### config.mk
export PLATFORM = sky130hd
export DESIGN_NAME = simon_pattern_ctrl_flat
export DESIGN_NICKNAME = d
export VERILOG_FILES = /design/src/rtl/simon_pattern_ctrl_pkg.sv /design/src/rtl/simon_pattern_ctrl_if.sv /design/src/rtl/simon_pattern_ctrl_lfsr16.sv /design/src/rtl/simon_pattern_ctrl.sv /design/src/flat_wrapper.sv
export SDC_FILE = /design/constraint.sdc
export NUM_CORES = 1
export LEC_CHECK = 0
export CORE_MARGIN = 8
export CORE_UTILIZATION = 65
export CTS_CLUSTER_SIZE = 30
export DETAILED_ROUTE_END_ITERATION = 16
export DONT_BUFFER_PORTS = 1
export PLACE_DENSITY = 0.81
export SLEW_MARGIN = 20
export SYNTH_ARGS = -nofsm -noshare
export SYNTH_HDL_FRONTEND = slang
export SYNTH_HIERARCHICAL = 1
export SYNTH_SLANG_ARGS = --single-unit
### constraint.sdc
create_clock -name clk -period 3.5 [get_ports clk]
set_input_delay 0.175 -clock clk [delete_from_list [all_inputs] [get_ports clk]]
set_output_delay 0.175 -clock clk [all_outputs]
set_load 0.1 [all_outputs]
### src/rtl/simon_pattern_ctrl_pkg.sv
// Shared types and constants for the Simon pattern controller.
// Symbols are 2-bit indices into the four buttons/LEDs.
package simon_pkg;

  localparam int DEPTH_DEFAULT = 5;
  localparam int SYM_W         = 2;
  localparam int NBTN          = 4;
  localparam int SEL_W         = 3;

  typedef enum logic [1:0] {
    WAIT_REL = 2'd0,
    ARMED    = 2'd1,
    HELD     = 2'd2
  } cap_state_t;

  function automatic logic [NBTN-1:0] sym_to_onehot(input logic [SYM_W-1:0] sym);
    logic [NBTN-1:0] r;
    r      = '0;
    r[sym] = 1'b1;
    return r;
  endfunction

endpackage

### src/rtl/simon_pattern_ctrl_if.sv
// Game-FSM side of the pattern controller, plus the capture FSM state for debug.
// input_done is a one-cycle valid with no ready (the game FSM must always accept it);
// input_correct is meaningful only in the cycle input_done is high and is 0 otherwise.
interface simon_pattern_ctrl_if;
  import simon_pkg::*;

  logic             gen;
  logic             training;
  logic [SEL_W-1:0] training_sel;
  logic             testing;
  logic [SEL_W-1:0] testing_sel;
  logic             input_done;
  logic             input_correct;
  cap_state_t       cap_state;

  modport master (
    output gen, training, training_sel, testing, testing_sel,
    input  input_done, input_correct, cap_state
  );

  modport slave (
    input  gen, training, training_sel, testing, testing_sel,
    output input_done, input_correct, cap_state
  );

endinterface

### src/rtl/simon_pattern_ctrl_lfsr16.sv
// Free-running 16-bit Fibonacci LFSR, x^16+x^14+x^13+x^11+1, shifting toward the MSB.
module lfsr16 #(
  parameter logic [15:0] SEED = 16'hACE1
) (
  input  logic        clk,
  input  logic        reset_n,
  output logic [15:0] state
);

  logic [15:0] state_q;
  logic [15:0] state_d;

  always_comb begin
    state_d = {state_q[14:0], state_q[15] ^ state_q[13] ^ state_q[12] ^ state_q[10]};
  end

  always_ff @(posedge clk or negedge reset_n) begin
    if (!reset_n) state_q <= SEED;
    else          state_q <= state_d;
  end

  assign state = state_q;

endmodule

### src/rtl/simon_pattern_ctrl.sv
// Simon pattern controller: holds the symbol pattern, blinks it during training,
// and turns synchronized button press/release into the input_done/input_correct pulse.
module simon_pattern_ctrl
  import simon_pkg::*;
#(
  parameter int          DEPTH       = DEPTH_DEFAULT,
  parameter int          SHOW_CYCLES = 3,
  parameter int          GAP_CYCLES  = 1,
  parameter logic [15:0] SEED        = 16'hACE1
) (
  input  logic                 clk,
  input  logic                 reset_n,
  input  logic [NBTN-1:0]      buttons,
  output logic [NBTN-1:0]      leds,
  simon_pattern_ctrl_if.slave  game
);

  localparam int               PERIOD    = SHOW_CYCLES + GAP_CYCLES;
  localparam int               PH_W      = (PERIOD > 1) ? $clog2(PERIOD) : 1;
  localparam logic [SEL_W-1:0] DEPTH_SEL = SEL_W'(DEPTH);

  logic [15:0]      lfsr;
  logic [SYM_W-1:0] pattern_q [DEPTH];
  logic [SYM_W-1:0] pattern_d [DEPTH];
  logic [NBTN-1:0]  sync1_q, sync1_d, sync2_q, sync2_d;
  logic [NBTN-1:0]  btn_s;
  logic [PH_W-1:0]  phase_q, phase_d, phase_cur;
  logic             train_q, train_d;
  logic [SEL_W-1:0] tsel_q, tsel_d;
  cap_state_t       state_q, state_d;
  logic [NBTN-1:0]  press_q, press_d;
  logic             done_q, done_d;
  logic             correct_q, correct_d;
  logic             restart;
  logic             train_sel_ok, test_sel_ok;
  logic [SYM_W-1:0] train_sym, test_sym;
  logic             press_onehot;

  lfsr16 #(.SEED(SEED)) u_lfsr (
    .clk     (clk),
    .reset_n (reset_n),
    .state   (lfsr)
  );

  assign btn_s = sync2_q;

  always_comb begin
    sync1_d = buttons;
    sync2_d = sync1_q;
    pattern_d = pattern_q;
    if (game.gen) begin
      for (int i = 0; i < DEPTH; i++) pattern_d[i] = lfsr[SYM_W*i +: SYM_W];
    end
  end

  // The blink restarts in the same cycle training rises or the slot changes,
  // so the first visible cycle of a new slot is always an on-cycle.
  always_comb begin
    train_sel_ok = game.training_sel < DEPTH_SEL;
    train_sym    = train_sel_ok ? pattern_q[game.training_sel] : '0;
    restart      = game.training && (!train_q || (game.training_sel != tsel_q));
    phase_cur    = restart ? '0 : phase_q;
    phase_d      = '0;
    if (game.training) begin
      phase_d = (phase_cur == PH_W'(PERIOD - 1)) ? '0 : phase_cur + PH_W'(1);
    end
    train_d = game.training;
    tsel_d  = game.training_sel;

    leds = '0;
    if (game.training) begin
      if (train_sel_ok && (phase_cur < PH_W'(SHOW_CYCLES))) leds = sym_to_onehot(train_sym);
    end else if (game.testing) begin
      leds = btn_s;
    end
  end

  always_comb begin
    test_sel_ok  = game.testing_sel < DEPTH_SEL;
    test_sym     = test_sel_ok ? pattern_q[game.testing_sel] : '0;
    press_onehot = (press_q != '0) && ((press_q & (press_q - NBTN'(1))) == '0);
    state_d      = state_q;
    press_d      = press_q;
    done_d       = 1'b0;
    correct_d    = 1'b0;
    if (!game.testing) begin
      state_d = WAIT_REL;
      press_d = '0;
    end else begin
      unique case (state_q)
        WAIT_REL: if (btn_s == '0) state_d = ARMED;
        ARMED: begin
          if (btn_s != '0) begin
            state_d = HELD;
            press_d = btn_s;
          end
        end
        HELD: begin
          if (btn_s == '0) begin
            state_d   = ARMED;
            done_d    = 1'b1;
            correct_d = press_onehot && test_sel_ok && (press_q == sym_to_onehot(test_sym));
          end else begin
            press_d = press_q | btn_s;
          end
        end
        default: state_d = WAIT_REL;
      endcase
    end
  end

  always_ff @(posedge clk or negedge reset_n) begin
    if (!reset_n) begin
      for (int i = 0; i < DEPTH; i++) pattern_q[i] <= '0;
      sync1_q   <= '0;
      sync2_q   <= '0;
      phase_q   <= '0;
      train_q   <= 1'b0;
      tsel_q    <= '0;
      state_q   <= WAIT_REL;
      press_q   <= '0;
      done_q    <= 1'b0;
      correct_q <= 1'b0;
    end else begin
      pattern_q <= pattern_d;
      sync1_q   <= sync1_d;
      sync2_q   <= sync2_d;
      phase_q   <= phase_d;
      train_q   <= train_d;
      tsel_q    <= tsel_d;
      state_q   <= state_d;
      press_q   <= press_d;
      done_q    <= done_d;
      correct_q <= correct_d;
    end
  end

  assign game.input_done    = done_q;
  assign game.input_correct = correct_q;
  assign game.cap_state     = state_q;

endmodule

### src/flat_wrapper.sv
// flat-port wrapper written by rule: the top's interface ports become plain ports
module simon_pattern_ctrl_flat import simon_pkg::*;
#(
  parameter int          DEPTH       = DEPTH_DEFAULT,
  parameter int          SHOW_CYCLES = 3,
  parameter int          GAP_CYCLES  = 1,
  parameter logic [15:0] SEED        = 16'hACE1
)
  (clk, reset_n, buttons, leds, game_gen, game_training, game_training_sel, game_testing, game_testing_sel, game_input_done, game_input_correct, game_cap_state);
  simon_pattern_ctrl_if game_i ();
  input  logic clk;
  input  logic reset_n;
  input  logic [NBTN-1:0] buttons;
  output logic [NBTN-1:0] leds;
  input wire logic [$bits(game_i.gen)-1:0] game_gen;
  input wire logic [$bits(game_i.training)-1:0] game_training;
  input wire logic [$bits(game_i.training_sel)-1:0] game_training_sel;
  input wire logic [$bits(game_i.testing)-1:0] game_testing;
  input wire logic [$bits(game_i.testing_sel)-1:0] game_testing_sel;
  output wire logic [$bits(game_i.input_done)-1:0] game_input_done;
  output wire logic [$bits(game_i.input_correct)-1:0] game_input_correct;
  output wire logic [$bits(game_i.cap_state)-1:0] game_cap_state;
  assign game_i.gen = game_gen;
  assign game_i.training = game_training;
  assign game_i.training_sel = game_training_sel;
  assign game_i.testing = game_testing;
  assign game_i.testing_sel = game_testing_sel;
  assign game_input_done = game_i.input_done;
  assign game_input_correct = game_i.input_correct;
  assign game_cap_state = game_i.cap_state;
  simon_pattern_ctrl #(.DEPTH(DEPTH), .SHOW_CYCLES(SHOW_CYCLES), .GAP_CYCLES(GAP_CYCLES), .SEED(SEED)) u_core (.clk(clk), .reset_n(reset_n), .buttons(buttons), .leds(leds), .game(game_i));
endmodule
# After elaboration in Yosys (flattened, before gate mapping)
# Cells that the tools add are included.
[op_classes]
mux = 32
n_lt_le_gt_ge = 9
n_eq_ne = 9
n_bitwise = 7
addsub = 2
n_reduce_logical = 17
[ops]
columns = ["op", "count"]
rows = [
  ["2-bit 2-to-1 mux", 12],
  ["4-bit 2-to-1 mux", 6],
  ["2-bit binary-select mux with 3-bit select", 2],
  ["4-bit greater-or-equal comparator (second input constant)", 2],
  ["4-bit zero test", 2],
  ["1-bit 2-to-1 mux", 8],
  ["3-bit NOT with 4-bit output", 2],
  ["4-bit one-hot mux with 2 select lines", 1],
  ["4-bit nonzero test", 2],
  ["1-bit logical AND", 7],
  ["2-bit by 3-bit < comparator with 1-bit output (second input constant)", 2],
  ["3-bit < comparator (second input constant)", 2],
  ["3-bit by 2-bit != test with 1-bit output (second input constant)", 2],
  ["4-bit AND", 1],
  ["1-bit demux with 2-bit select", 2],
  ["2-bit equality test (second input constant)", 2],
  ["4-bit equality test", 1],
  ["2-bit by 1-bit greater-or-equal comparator with 1-bit output (second input constant)", 2],
  ["4-bit OR", 1],
  ["2-bit one-hot mux with 2 select lines", 1],
  ["4-bit by 1-bit subtractor with 4-bit output (second input constant)", 1],
  ["3-bit by 1-bit != test with 1-bit output (second input constant)", 1],
  ["3-bit != test", 1],
  ["3-bit != test (second input constant)", 1],
  ["other kinds (10)", 12],
]
[word_totals]
regBits = 48
output_inout_bits = 8
input_bits = 15

# Longest topological paths before layout
# Gate-level depths: netlist of the first run.
[depth]
ltp_word = 14
mapped_depth = 9

# Modules after synthesis
# The synthesis of the first run kept the hierarchy.
[by_module_without_submodules]
columns = ["module", "n_inst", "seq_area_each_um2", "area_each_um2", "cells_per_inst"]
rows = [
  ["simon_pattern_ctrl", 1, 800.8, 1571.5, 139],
  ["lfsr16", 1, 410.4, 549.3, 34],
]

# Worst setup path before layout of the first run
# OpenSTA, ideal clock, no wires.
[synth_path]
path_kind = "input-to-output"
start = "input port game_training_sel[2]"
end = "output port leds[0]"
arrival_ps = 2276
path_stages = 9
n_path_buf = 1
required_time_ps = 3325
slack_ps = 1049
path_cell_list = "clkbuf_1 -> xnor2_1 -> a41o_1 -> and2_1 -> ha_1 -> nor2b_1 -> and4b_1 -> a31o_1 -> a22o_1"
[synth_between]
elab_chain_cells = 11
[synth_rtl]
columns = ["element", "line_no", "rtl"]
rows = [
  ["from (decl)", "flat_wrapper.sv:17", "input wire logic [$bits(game_i.training_sel)-1:0] game_training_sel;"],
  ["3-bit NOT with 4-bit output (not written as such)", "simon_pattern_ctrl.sv:60", "train_sym = train_sel_ok ? pattern_q[game.training_sel] : '0;"],
  ["2-bit binary-select mux with 3-bit select", "simon_pattern_ctrl.sv:60", ""],
  ["2-bit 2-to-1 mux (not written as such) (2 in series)", "simon_pattern_ctrl.sv:60", ""],
  ["2-bit 2-to-1 mux", "simon_pattern_ctrl.sv:60", ""],
  ["2-bit by 3-bit < comparator with 1-bit output (not written as such) or 2-bit by 1-bit greater-or-equal comparator with 1-bit output (tied branches)", "simon_pattern_ctrl_pkg.sv:19", "r[sym] = 1'b1;"],
  ["1-bit logical AND (not written as such)", "simon_pattern_ctrl_pkg.sv:19", ""],
  ["1-bit 2-to-1 mux (not written as such)", "simon_pattern_ctrl_pkg.sv:19", ""],
  ["1-bit demux with 2-bit select", "n/a", ""],
  ["4-bit 2-to-1 mux *", "simon_pattern_ctrl.sv:72", "if (train_sel_ok && (phase_cur < PH_W'(SHOW_CYCLES))) leds = sym_to_onehot(train_sym);"],
  ["4-bit 2-to-1 mux *", "simon_pattern_ctrl.sv:71", "if (game.training) begin"],
  ["to (decl)", "flat_wrapper.sv:14", "output logic [NBTN-1:0] leds;"],
]
# Mark *: on every way between the ends. The rest lies on a longest branch, timed or not. The select of a mux whose other input is x is not followed.

# Worst setup path in the final report of the first run
[layout_path]
start = "register u_core.tsel_q[0]"
end = "output port leds[0]"
[layout_between]
elab_chain_cells = 8
[layout_rtl]
columns = ["element", "line_no", "rtl"]
rows = [
  ["from (decl)", "simon_pattern_ctrl.sv:29", "logic [SEL_W-1:0] tsel_q, tsel_d;"],
  ["from (signal assigned)", "simon_pattern_ctrl.sv:130", "tsel_q <= tsel_d;"],
  ["3-bit != test", "simon_pattern_ctrl.sv:61", "restart = game.training && (!train_q || (game.training_sel != tsel_q));"],
  ["1-bit logical OR", "simon_pattern_ctrl.sv:61", ""],
  ["1-bit logical AND", "simon_pattern_ctrl.sv:61", ""],
  ["2-bit 2-to-1 mux", "simon_pattern_ctrl.sv:62", "phase_cur = restart ? '0 : phase_q;"],
  ["2-bit < comparator", "simon_pattern_ctrl.sv:72", ""],
  ["1-bit logical AND", "simon_pattern_ctrl.sv:72", ""],
  ["4-bit 2-to-1 mux", "simon_pattern_ctrl.sv:72", ""],
  ["4-bit 2-to-1 mux", "simon_pattern_ctrl.sv:71", ""],
]
# No other way between the ends.

==> results of run 1 <==
==> flip-flops by register name, indices dropped and copies added (netlist names) <==
register                   flops
u_core/train_q                 1
u_core/game.input_done         1
u_core/u_lfsr/state           16
u_core/sync1_q                 4
u_core/game.cap_state          2
u_core/btn_s                   4
u_core/game.input_correct      1
u_core/pattern_q              10
u_core/press_q                 4
u_core/tsel_q                  3
u_core/phase_q                 2
==> where the power goes <==
part	switching, mW	internal [mW]	leakage, nW
Clock	0.154	0.118	0.0386
Combinational	0.0553	0.0363	0.395
Sequential	0.00987	0.565	0.611
Total	0.220	0.720	1.04
==> cell type report <==
| type | instances | area (um^2) | area share |
|---|---|---|---|
| flip-flops and latches | 48 | 1210 | 0.531 |
| inverters | 4 | 15.0 | 0.00659 |
| well taps | 44 | 55.1 | 0.0241 |
| multi-input cells | 100 | 754 | 0.331 |
| clock buffers | 8 | 68.8 | 0.0302 |
| repair buffers | 17 | 175 | 0.0768 |
==> layout by cell type, fill, tap and decap left out, types with 2 or more instances in the layout <==
cell           instances
or3_1                  2
o22ai_1                2
o31ai_1                4
xor2_1                 2
nor2b_1                6
dlygate4sd3_1         11
o21ai_1                6
buf_4                  5
nand3_1                3
o21ai_0                2
inv_1                  4
a31oi_1                2
mux2i_1                7
a22o_1                 4
clkbuf_8               2
and4b_1                2
mux2_1                11
nor2_1                 6
dfstp_2                8
and2_1                 3
clkbuf_4               5
nand2b_1               5
a21oi_1                9
xnor2_1                5
dfrtp_1               40
nand2_1                3
==> routing by layer <==
metal,track usage,up-vias
li1,-,604
met4,0.0467,0
met2,0.245,34
met5,0,-
met1,0.184,627
met3,0.0536,2
==> worst min path at each step <==
stage / from / endpoint / cells past startpoint
2_1_floorplan: reset_n / u_core/btn_s[0] / 0
3_3_place_gp: reset_n / u_core/game.cap_state[0] / 0
3_5_place_dp: reset_n / u_core/game.cap_state[0] / 0
4_1_cts: game_testing_sel[2] / u_core/game.input_correct / 2
5_1_grt: game_testing_sel[2] / u_core/game.input_correct / 2
6_report: game_testing_sel[2] / u_core/game.input_correct / 2
==> summary.log, run 1 <==
INFO  critical_path  critical_path_class=reg -> out
INFO  cells_and_area final_cell_area=2280um^2
INFO  timing         period_needed=2.66ns
INFO  timing         final-max-slew-violation-count=0
INFO  pwr            ir_worst_vdd=262uV
INFO  detailed_routing routedLengthMet1=1640um
INFO  synth          postSynthNetCount=184
INFO  place          numPortBuffers=0
INFO  pwr            power_density=412nW/um^2
INFO  cells_and_area antenna_diodes=0
INFO  detailed_routing dr_total_vias=1267
INFO  floorplan      fp.dieH=72.6um
INFO  clock_tree     cts_buffer_depth=2
INFO  detailed_routing top_layer=met4
INFO  critical_path  cp_cell_sequence=xnor2_1 -> a41o_1 -> and2_1 -> ha_1 -> nor2b_1 -> and4b_1 -> a31o_1 -> a22o_1 -> buf_4
INFO  global_route   overflow=0
INFO  floorplan      die_w=72.6um
INFO  detailed_routing met2_length=1890um
INFO  pwr            p_total=0.939mW
INFO  place          detailed_place.area=2070um^2
INFO  clock_tree     h-tree-depth=2
INFO  global_route   grt_pass1_wl=6150um
INFO  critical_path  category_of_the_worst_setup_path_capture_point=output port
INFO  critical_path  largest_incremental_delay_on_the_critical_path=0.39ns
INFO  run            cap_violations=0
INFO  critical_path  ff2ff_setup_slack=1.60ns
INFO  floorplan      rows=20
INFO  critical_path  worstReg2RegEnd=u_core/press_q[2]
INFO  critical_path  crit_slowest_cell=dfrtp_1
INFO  hold_path      hold_path_class=in -> reg
INFO  place          pre_cts_slack=1.28ns
INFO  cells_and_area design.final.nets=192
INFO  critical_path  crit_cells=9
INFO  timing         max_freq=375MHz
INFO  detailed_routing detail_route.wirelength=3750um
INFO  timing         timing_hold_violations_final=0
INFO  synth          syn-cell-area=2080um^2
INFO  timing         worstMarginPinSlew=1.12ns
INFO  critical_path  critical_path.n_buffers_inverters=1
INFO  timing         fin_worst_skew=0.0114ns
INFO  run_status     outcome=completed
INFO  timing         fin_crit_sh=0.761
INFO  detailed_routing drt-wirelength-per-cell=17.0um
INFO  clock_tree     post_cts.repair.setup_buffers=0
INFO  place          gpl.final_weighted_congestion=0.893
INFO  cells_and_area num-fill-cells=206
INFO  floorplan      initial_core_util=0.682
INFO  global_route   antenna_found_initial=0
INFO  synth          netlist_instances=168
INFO  timing         setup_tns=0ns
INFO  clock_tree     clock_insertion_delay_at_the_later_pin_of_the_skew_report=0.35ns
INFO  critical_path  top_delay_family_on_crit_path=simple AND/OR/NAND/NOR gates
INFO  timing         setup_slack=0.836ns
INFO  critical_path  r2r_cells=4
INFO  floorplan      die_ar=5270um^2
INFO  cells_and_area final_cell_count_no_fill=221
INFO  cells_and_area drive_gt1_frac=0.141
INFO  clock_tree     postCtsResizedCells=0
INFO  place          dp.final_hpwl=2520um
INFO  detailed_routing first_iter_violations=77
INFO  critical_path  worstSetupStartpointType=flop
INFO  global_route   grt_start_max_net_pins=49
INFO  floorplan      floorplan.core_area=3050um^2
INFO  critical_path  crit_required=3.32ns
INFO  detailed_routing viasPerCell=5.73
INFO  floorplan      io_pins=23
INFO  clock_tree     postCtsHoldBufs=12
INFO  cells_and_area final_core_util=0.747
INFO  timing         slew-limit-headroom=0.251
INFO  cells_and_area area_delta_synth_final=9.43%
INFO  clock_tree     cts_bufs_inserted=5
INFO  critical_path  regToRegStartpoint=u_core/game.cap_state[0]
INFO  detailed_routing drc_errors=0
INFO  global_route   grtUsageTotal=0.151
INFO  critical_path  crit_path_max_fanout=3
INFO  synth          synth.yosys.warnings=6
INFO  timing         grt_setup_unrepaired=false
INFO  clock_tree     cts_root_buffer=clkbuf_4
INFO  timing         setup_viol_count_final=0
INFO  detailed_routing met3_wirelength=201um
INFO  synth          synth_area_per_cell=12.4um^2
INFO  global_route   grt_pass1_vias=1250
INFO  critical_path  setup.worst_path.start=u_core/tsel_q[0]
INFO  clock_tree     tritoncts=done
INFO  place          placedCellCount=201
INFO  detailed_routing ant_nets=0
INFO  detailed_routing drt_pre_antenna_iters=4
INFO  clock_tree     clk_pin_slew=0.13ns
INFO  critical_path  worst_ep_arrival_time=2.49ns
INFO  critical_path  crit_end=leds[0]
INFO  timing         fin_worst_hold_slack=0.0498ns
INFO  pwr            leakage_power=1.04nW
INFO  clock_tree     cts_num_sinks=48
No activity file was read; power rests on OpenSTA's default activity.
==> inputs of run 2 (changes only) <==
--- a/config.mk
+++ b/config.mk
@@ -5,12 +5,13 @@
 export SDC_FILE = /design/constraint.sdc
 export NUM_CORES = 1
 export LEC_CHECK = 0
+export ABC_AREA = 1
 export CORE_MARGIN = 8
-export CORE_UTILIZATION = 65
+export CORE_UTILIZATION = 62
 export CTS_CLUSTER_SIZE = 30
 export DETAILED_ROUTE_END_ITERATION = 16
 export DONT_BUFFER_PORTS = 1
-export PLACE_DENSITY = 0.81
+export PLACE_DENSITY = 0.78
 export SLEW_MARGIN = 20
 export SYNTH_ARGS = -nofsm -noshare
 export SYNTH_HDL_FRONTEND = slang
==> constraint.sdc (replaced) <==
create_clock -name clk -period 2.57 [get_ports clk]
set_input_delay 0.1285 -clock clk [delete_from_list [all_inputs] [get_ports clk]]
set_output_delay 0.1285 -clock clk [all_outputs]
set_load 0.1 [all_outputs]
==> summary.log, run 2 <==
INFO  critical_path  top_delay_family_on_crit_path=compound AO/OA/AOI/OAI gates
INFO  pwr            seqPwrFrac=0.628 [+0.016]
INFO  critical_path  worst_ep_arrival_time=2.23ns [-0.26 ns]
INFO  detailed_routing drt-wirelength-per-cell=12.9um [-24%]
INFO  critical_path  path_common_cell=nor2_1
INFO  detailed_routing drt_pre_antenna_iters=4 [unchanged]
INFO  critical_path  ff2ff_setup_slack=1.13ns [-0.47 ns]
INFO  run_status     outcome=completed
INFO  global_route   grt_start_max_net_pins=49 [unchanged]
INFO  detailed_routing met2_length=1710um [-9.9%]
INFO  clock_tree     cts_num_sinks=48 [unchanged]
INFO  timing         timing_hold_violations_final=0 [unchanged]
INFO  timing         fin_crit_sh=0.917
INFO  cells_and_area final_cell_area=2290um^2 [+0.27%]
INFO  synth          netlist_instances=222 [+32%]
INFO  global_route   grtUsageTotal=0.151 [-0.000819]
INFO  place          numPortBuffers=0 [unchanged]
INFO  critical_path  cp_cell_sequence=o21ai_1 -> a21oi_2 -> a31oi_1 -> nor2_1 -> ha_1 -> nor2_1 -> a21boi_2 -> nand3_1 -> o21ai_2 -> buf_12
INFO  cells_and_area antenna_diodes=0 [unchanged]
INFO  cells_and_area design.final.nets=250 [+30%]
INFO  pwr            ir_worst_vdd=391uV [+49%]
INFO  critical_path  crit_slowest_cell=dfrtp_1
INFO  detailed_routing first_iter_violations=126 [+64%]
INFO  critical_path  critical_path_class=reg -> out
INFO  cells_and_area num-fill-cells=263 [+28%]
INFO  synth          synth_area_per_cell=9.29um^2 [-25%]
INFO  floorplan      io_pins=23 [unchanged]
INFO  hold_path      hold_path_class=in -> reg
INFO  synth          postSynthNetCount=238 [+29%]
INFO  global_route   grt_pass1_wl=6250um [+1.7%]
INFO  timing         setup_viol_count_final=0 [unchanged]
INFO  floorplan      die_w=73.7um [+1.5%]
INFO  clock_tree     cts_root_buffer=clkbuf_4
INFO  detailed_routing viasPerCell=5.14 [-10%]
INFO  cells_and_area drive_gt1_frac=0.167 [+0.0254]
INFO  detailed_routing drc_errors=0 [unchanged]
INFO  pwr            internal-power=0.919mW [+28%]
INFO  timing         max_freq=424MHz
INFO  detailed_routing routedLengthMet1=1570um [-4.2%]
INFO  clock_tree     tritoncts=done
INFO  floorplan      die_ar=5430um^2 [+2.9%]
INFO  cells_and_area final_cell_count_no_fill=280 [+27%]
INFO  clock_tree     h-tree-depth=2 [unchanged]
INFO  timing         fin_worst_hold_slack=0.0480ns [-0.00182 ns]
INFO  floorplan      initial_core_util=0.633 [-0.0495]
INFO  critical_path  critical_path.n_buffers_inverters=1 [unchanged]
INFO  timing         worstMarginPinSlew=0.868ns [-0.256 ns]
INFO  pwr            combinational_share_of_power=0.119 [+0.022]
INFO  floorplan      rows=21 [+5.0%]
INFO  global_route   antenna_found_initial=0 [unchanged]
INFO  timing         grt_setup_unrepaired=false
INFO  pwr            share_clk_of_total_power=0.253 [-0.037]
INFO  detailed_routing met3_wirelength=266um [+32%]
INFO  place          dp.final_hpwl=2510um [-0.45%]
INFO  clock_tree     cts_bufs_inserted=5 [unchanged]
INFO  global_route   overflow=0 [unchanged]
INFO  detailed_routing dr_total_vias=1439 [+14%]
INFO  critical_path  category_of_the_worst_setup_path_capture_point=output port
INFO  critical_path  crit_path_max_fanout=2 [-1]
INFO  place          gpl.final_weighted_congestion=0.897 [+0.49%]
INFO  place          detailed_place.area=2090um^2 [+0.60%]
INFO  run            cap_violations=0 [unchanged]
INFO  clock_tree     clock_insertion_delay_at_the_later_pin_of_the_skew_report=0.35ns [about the same]
INFO  synth          synth.yosys.warnings=6 [unchanged]
INFO  cells_and_area layout_common_cells=nand2_1, dfrtp_1, inv_1, nand3_1, nor2_1
INFO  clock_tree     clk_pin_slew=0.12ns [about the same]
INFO  detailed_routing ant_nets=0 [unchanged]
INFO  timing         period_needed=2.36ns
INFO  critical_path  worstSetupStartpointType=flop
INFO  pwr            leakage_power=1.10nW [+5.1%]
INFO  clock_tree     cts_buffer_depth=2 [unchanged]
INFO  floorplan      floorplan.core_area=3260um^2 [+6.7%]
INFO  pwr            p_total=1.24mW [+32%]
INFO  global_route   grt_pass1_vias=1405 [+12%]
INFO  cells_and_area multiInputGateArea=659um^2 [-13%]
INFO  pwr            power_density=542nW/um^2 [+31%]
INFO  floorplan      fp.dieH=73.7um [+1.5%]
INFO  pwr            swShare=0.258 [+0.0238]
INFO  cells_and_area leading_cell_type_in_the_layout_fill_and_taps_excluded=nand2_1
INFO  detailed_routing top_layer=met4
INFO  synth          syn-cell-area=2060um^2 [-1.0%]
INFO  timing         fin_worst_skew=0.00915ns [-0.00227 ns]
INFO  cells_and_area largest_register_ffs=16 [unchanged]
INFO  detailed_routing detail_route.wirelength=3600um [-4.0%]
INFO  critical_path  largest_incremental_delay_on_the_critical_path=0.40ns [about the same]
INFO  timing         slew-limit-headroom=0.422 [+0.171]
INFO  critical_path  crit_required=2.44ns [-0.88 ns]
INFO  cells_and_area area.sequential=1210um^2 [unchanged]
INFO  cells_and_area area_delta_synth_final=10.9%
INFO  place          placedCellCount=261 [+30%]
INFO  pwr            total_switching_power=0.319mW [+45%]
INFO  timing         final-max-slew-violation-count=0 [unchanged]
==> run 2: layer usage <==
metal,global-route usage,vias up
met5,0,-
met4,0.0665,0
met3,0.0573,9
met2,0.226,43
met1,0.187,677
li1,-,710
==> run 2: cell type report <==
| type | count | share of cell area |
|---|---|---|
| sequential | 48 | 0.530 |
| multi-input combinational | 131 | 0.288 |
| timing repair buffer | 18 | 0.0870 |
| inverter | 30 | 0.0493 |
| tap | 46 | 0.0252 |
| clock buffer | 6 | 0.0181 |
| clock inverter | 1 | 0.00219 |
==> run 2: stage by stage <==
stage                     setup slack [ns]   util  setup TNS [ns]
after floorplan                     -0.263      -          -0.514
after CTS                           0.0771  0.697               0
after global routing              0.000659  0.702               0
after detailed placement             0.501  0.640               0
final                                0.214  0.702               0
after global placement               0.588  0.640               0
==> run 2: what timing repair did <==
action	CTS	global route
setup endpoints to repair	0	4
resized for setup	0	5
setup buffers	0	0
endpoints found under the hold margin	71	0
hold buffers	12	0
==> run 2: path summary, 6_finish.rpt <==
check                                               from                        end  cells after the start
worst max register to register  u_core/game.cap_state[0]          u_core/press_q[1]                      5
min in group asynchronous                        reset_n             u_core/train_q                      2
max in group asynchronous                        reset_n     u_core/u_lfsr/state[0]                      2
worst max-delay path                    u_core/tsel_q[1]                    leds[1]                     10
worst min register to register         u_core/sync1_q[1]            u_core/btn_s[1]                      0
worst min-delay path                 game_testing_sel[2]  u_core/game.input_correct                      5
==> run 2: power groups by stage <==
stage	clock (mW)	combinational, mW	sequential (mW)
3_3_place_gp	0	0.103	0.791
5_1_grt	0.358	0.161	0.779
3_5_place_dp	0	0.106	0.791
6_report	0.314	0.148	0.777
4_1_cts	0.335	0.144	0.777
2_1_floorplan	0	0.0885	0.793
==> run 2: tightest hold or removal path, stage by stage <==
cell     delay (ns)
a21oi_1        0.04
nand2_1        0.06
nand2_1        0.05
nand2_1        0.06
nor2_2         0.04
